<file path="src/rtl/result_serializer.sv">
// result_serializer: captures one WIDTH-bit result word and shifts it out
// LSB first (dst0 first), one bit per accepted beat, using valid/ready
// handshakes on both sides. Counts the frames that were sent completely.
module result_serializer #(
    parameter int WIDTH = 23,
    parameter int CNT_W = 16
) (
    input  logic             clk,
    input  logic             rst,
    input  logic [WIDTH-1:0] din,
    input  logic             din_valid,
    output logic             din_ready,
    output logic             sout,
    output logic             sout_valid,
    input  logic             sout_ready,
    output logic             sout_last,
    output logic [CNT_W-1:0] frame_cnt
);

    localparam int CW = (WIDTH > 1) ? $clog2(WIDTH) : 1;
    localparam logic [CW-1:0] LAST_IDX = CW'(WIDTH - 1);

    typedef enum logic {
        IDLE  = 1'b0,
        SHIFT = 1'b1
    } state_t;

    state_t           state;
    state_t           state_nxt;
    logic [WIDTH-1:0] shreg;
    logic [CW-1:0]    cnt;
    logic             accept;
    logic             beat;
    logic             at_last;

    // State register
    always_ff @(posedge clk or posedge rst) begin
        if (rst) begin
            state <= IDLE;
        end else begin
            state <= state_nxt;
        end
    end

    // Next-state decode and outputs; outputs depend on registered state only
    always_comb begin
        state_nxt  = state;
        accept     = 1'b0;
        beat       = 1'b0;
        at_last    = (cnt == LAST_IDX);
        din_ready  = 1'b0;
        sout_valid = 1'b0;
        sout       = 1'b0;
        sout_last  = 1'b0;
        case (state)
            IDLE: begin
                din_ready = 1'b1;
                accept    = din_valid;
                if (din_valid) begin
                    state_nxt = SHIFT;
                end
            end
            SHIFT: begin
                sout_valid = 1'b1;
                sout       = shreg[0];
                sout_last  = at_last;
                beat       = sout_ready;
                if (sout_ready && at_last) begin
                    state_nxt = IDLE;
                end
            end
            default: state_nxt = IDLE;
        endcase
    end

    // Shift register, bit counter and completed-frame counter
    always_ff @(posedge clk or posedge rst) begin
        if (rst) begin
            shreg     <= '0;
            cnt       <= '0;
            frame_cnt <= '0;
        end else if (accept) begin
            shreg <= din;
            cnt   <= '0;
        end else if (beat) begin
            shreg <= shreg >> 1;
            if (at_last) begin
                cnt       <= '0;
                frame_cnt <= frame_cnt + CNT_W'(1);
            end else begin
                cnt <= cnt + CW'(1);
            end
        end
    end

endmodule

</file>
<file path="config.mk">
export PLATFORM = sky130hd
export DESIGN_NAME = result_serializer
export DESIGN_NICKNAME = d
export VERILOG_FILES = /design/src/rtl/result_serializer.sv
export SDC_FILE = /design/constraint.sdc
export NUM_CORES = 1
export LEC_CHECK = 0
export BUFFER_PORTS_ARGS = -buffer_cell sky130_fd_sc_hd__buf_4
export CORE_AREA = 2 2 66 68
export CTS_BUF_LIST = sky130_fd_sc_hd__clkbuf_8
export CTS_CLUSTER_DIAMETER = 60
export DETAILED_ROUTE_END_ITERATION = 12
export DIE_AREA = 0 0 68 70
export HOLD_SLACK_MARGIN = 0.03
export PLACE_DENSITY_LB_ADDON = 0.05
export SYNTH_ARGS = -nofsm -noshare
export SYNTH_HDL_FRONTEND = slang
export SYNTH_SLANG_ARGS = --single-unit
</file>
<file path="constraint.sdc">
create_clock -name clk -period 4.1 [get_ports clk]
set_input_delay 0.41 -clock clk [delete_from_list [all_inputs] [get_ports clk]]
set_output_delay 0.41 -clock clk [all_outputs]
set_load 0.01 [all_outputs]
</file>
==> summary.txt <==
STA
  – Final slew viol count: 0
  – RSZ-0062 raised after global routing: false
  – Worst hold margin: ~0.3 ns
  – Final worst-path cycle share: 44.5%
  – Final hold viol count: 0
  – Final worst slack: 2.27 ns
  – Worst Max-Slew Pin Slew: 0.911 ns
  – Final worst clock skew: 0.00897 ns
  – Setup tns final: 0 ns
  – Setup-failing EPs final: 0
  – Slew headroom: 39.2%
  – Highest Clock Rate: 548 MHz
  – Crit path time final: 1.83 ns

Finish
  – Area grow syn2layout: 21.7%
  – # fillers: 377
  – Final nets: 299
  – Commonest cells after routing, fill and taps aside: 59 x nand2_1, 48 x buf_4, 45 x dfrtp_1
  – Most common cell after layout, fill and taps aside: nand2_1
  – Antenna diode count: 0
  – Layout cells sized above 1: 25.6%

Logic synthesis
  – Avg Cell Area, Syn: between 9 and 10 µm²
  – Post-synthesis xor/xnor area fraction: 6.20%
  – Synth Area in Adders: 1.77%
  – Post-synthesis sequential area ratio: 53.1%
  – Largest family of logic cells by synthesized area: simple AND/OR/NAND/NOR gates
  – Post-synth cell types: 27
  – Mapped Nets: 255
  – Yosys Warn Count: 0
  – Gate Count Post-Synth: roughly 230
  – Mux cell area share after synthesis: less than 1%
  – Synth top area share: between 50% and 60%
  – Post-synth ARST share: 100%
  – Post-synth EDFFs: 0
  – Area leader, netlist: dfrtp_1
  – Synth area leaders: dfrtp_1 53%, nand2_1 10%, a31oi_1 6.5%
  – Synthesized cell area: 0.00212 mm²
  – Top_reg_cell synth: dfrtp_1
  – Post-Synth Simple-Gate Area: 27.1%
  – Synthesized flop and latch total: 45
  – Fraction of the mapped netlist area in compound gates: under 10%

Clock tree
  – Cts bufs inserted: 5
  – # hold bufs at CTS: 0
  – Setup Buffers After CTS: 0
  – Clock Latency Late Sink: 0.30 ns
  – CTS tree: yes
  – Clock buffer depth: 2
  – Clk root buf: clkbuf_8
  – Post-CTS sizing: 0
  – Clock sink count: between 40 and 50
  – H-tree level count: 2
  – Reg clk slew, reported paths: 0.09 ns

Critical path
  – WP buf/inv: 2
  – CP arrival: 1.42 ns
  – Startpoint type of the worst setup path: flip-flop
  – CP peak stage delay: 0.42 ns
  – FF-to-FF path depth: 5
  – Required time worst endpoint: 3.69 ns
  – R2R Setup Slk: 2.46 ns
  – Slowest CP cell: dfrtp_1
  – Crit path launch: cnt[0]
  – Setup crit end kind: primary output
  – Crit path depth: 5
  – Reg2reg start: cnt[0]
  – Worst setup endpoint: sout_last
  – Critical Path, Cell by Cell: inv_1, ha_1, nand4b_2, nor2_1, buf_4
  – Crit path max fanout: 5
  – Reg2reg end: frame_cnt[1]
  – Crit-path leading delay family: flip-flops
  – Critical path type: flip-flop to primary output

Die
  – I/O pin cnt: 47
  – Die Span X: 68 µm
  – Rows: 24
  – Effective utilization at floorplan: 51.1%
  – Die Span Y: around 70 µm
  – Die area: 0.00476 mm²
  – Core area: 0.00414 mm²

Power
  – Pwr Total: between 0.9 and 1 mW
  – Leak: 1.28 nW
  – Power per Cell Area: 371 mW/mm²
  – Peak supply drop: 0.263 mV

Drt
  – Number of detailed-route iterations in the first pass: 4
  – Initial DRC Count: 80
  – Met3 Wirelength: 221 µm
  – Final ANT Viol Nets: 0
  – WL/cell: 12.7 µm
  – Drt via density: 5.33
  – Metal-1 WL: just under 2000 µm
  – Vias: 1716
  – Routed wl met2: 1870 µm
  – Final routed DRC violation total: 0
  – Total wire length: 4090 µm
  – Max Used Layer: met4

Outcome
  – Status: finished, final reports clean

Global routing
  – Aggregate global-route resource usage: 18.5%
  – First-pass GRT wire length: 6700 µm
  – Total gr overflow: 0
  – Initial antenna violation count: 0
  – Vias in the first global route: 1521
  – Largest net degree at the start of global routing: 47

Job
  – Max cap viols: 0

Place
  – Final HPWL DP: 2760 µm
  – DP Worst Slack: 2.47 ns
  – GPL Wtd Cong: 0.705
  – IO Port Bufs: 46

Min path
  – Worst Hold Class: primary input to async pin
## through the flow
step | instances | util [%] | cell area, µm²
6_report | 322 | 62.2 | 2580
5_1_grt | 322 | 62.2 | 2580
4_1_cts | 322 | 62.2 | 2580
3_5_place_dp | 314 | 60.2 | 2500
3_3_place_gp | 314 | 60.2 | 2500
2_1_floorplan | 225 | - | 2120
## metal layers
layer	up-vias	GRT usage, %
li1	845	-
met1	826	25.9
met2	38	27.3
met3	7	5.15
met4	0	6.67
met5	-	0
## where the power goes
group / total, mW / internal (mW) / switching, mW
Clock: 0.263 / 0.116 / 0.147
Sequential: 0.552 / 0.502 / 0.0495
Combinational: 0.141 / 0.0705 / 0.0706
## kinds of logic after synthesis
logic type / count (synthesis)
xor+xnor: 15
fa+ha+maj: 3
mux: 1
compound gates: 29
flops: 45
buf+inv: 15
simple gates: 117
## Yosys cell counts, types with 3 or more instances
| cell type | count |
|---|---|
| nand2_1 | 59 |
| dfrtp_1 | 45 |
| nor2_1 | 28 |
| a31oi_1 | 22 |
| xor2_1 | 9 |
| buf_2 | 8 |
| nand3_1 | 8 |
| nor3_2 | 6 |
| xnor2_1 | 6 |
| o21ai_0 | 5 |
| inv_1 | 4 |
| and4_1 | 3 |
| ha_1 | 3 |
| nor3_1 | 3 |
## flip-flops by register name, summed over array words and instances (netlist names)
signal	cells
shreg	23
frame_cnt	16
cnt	5
state	1
## final cells by class
| cell class | instances | area [µm²] | area share, % |
|---|---|---|---|
| clock inverter | 3 | 13.8 | 0.534 |
| multi-input combinational | 165 | 930 | 36.1 |
| inverter | 4 | 15.0 | 0.582 |
| tap | 52 | 65.1 | 2.52 |
| timing repair buffer | 48 | 360 | 14.0 |
| sequential | 45 | 1130 | 43.7 |
| clock buffer | 5 | 68.8 | 2.67 |
## how the worst min path moves through the flow
stage,slack [ns],startpoint,end
2_1_floorplan,0.50,cnt[1],cnt[1]
5_1_grt,0.34,din[22],shreg[22]
6_report,0.31,rst,frame_cnt[15]
4_1_cts,0.34,din[22],shreg[22]
3_3_place_gp,0.46,frame_cnt[15],frame_cnt[15]
3_5_place_dp,0.47,frame_cnt[15],frame_cnt[15]
(Power assumes the default switching activity.)
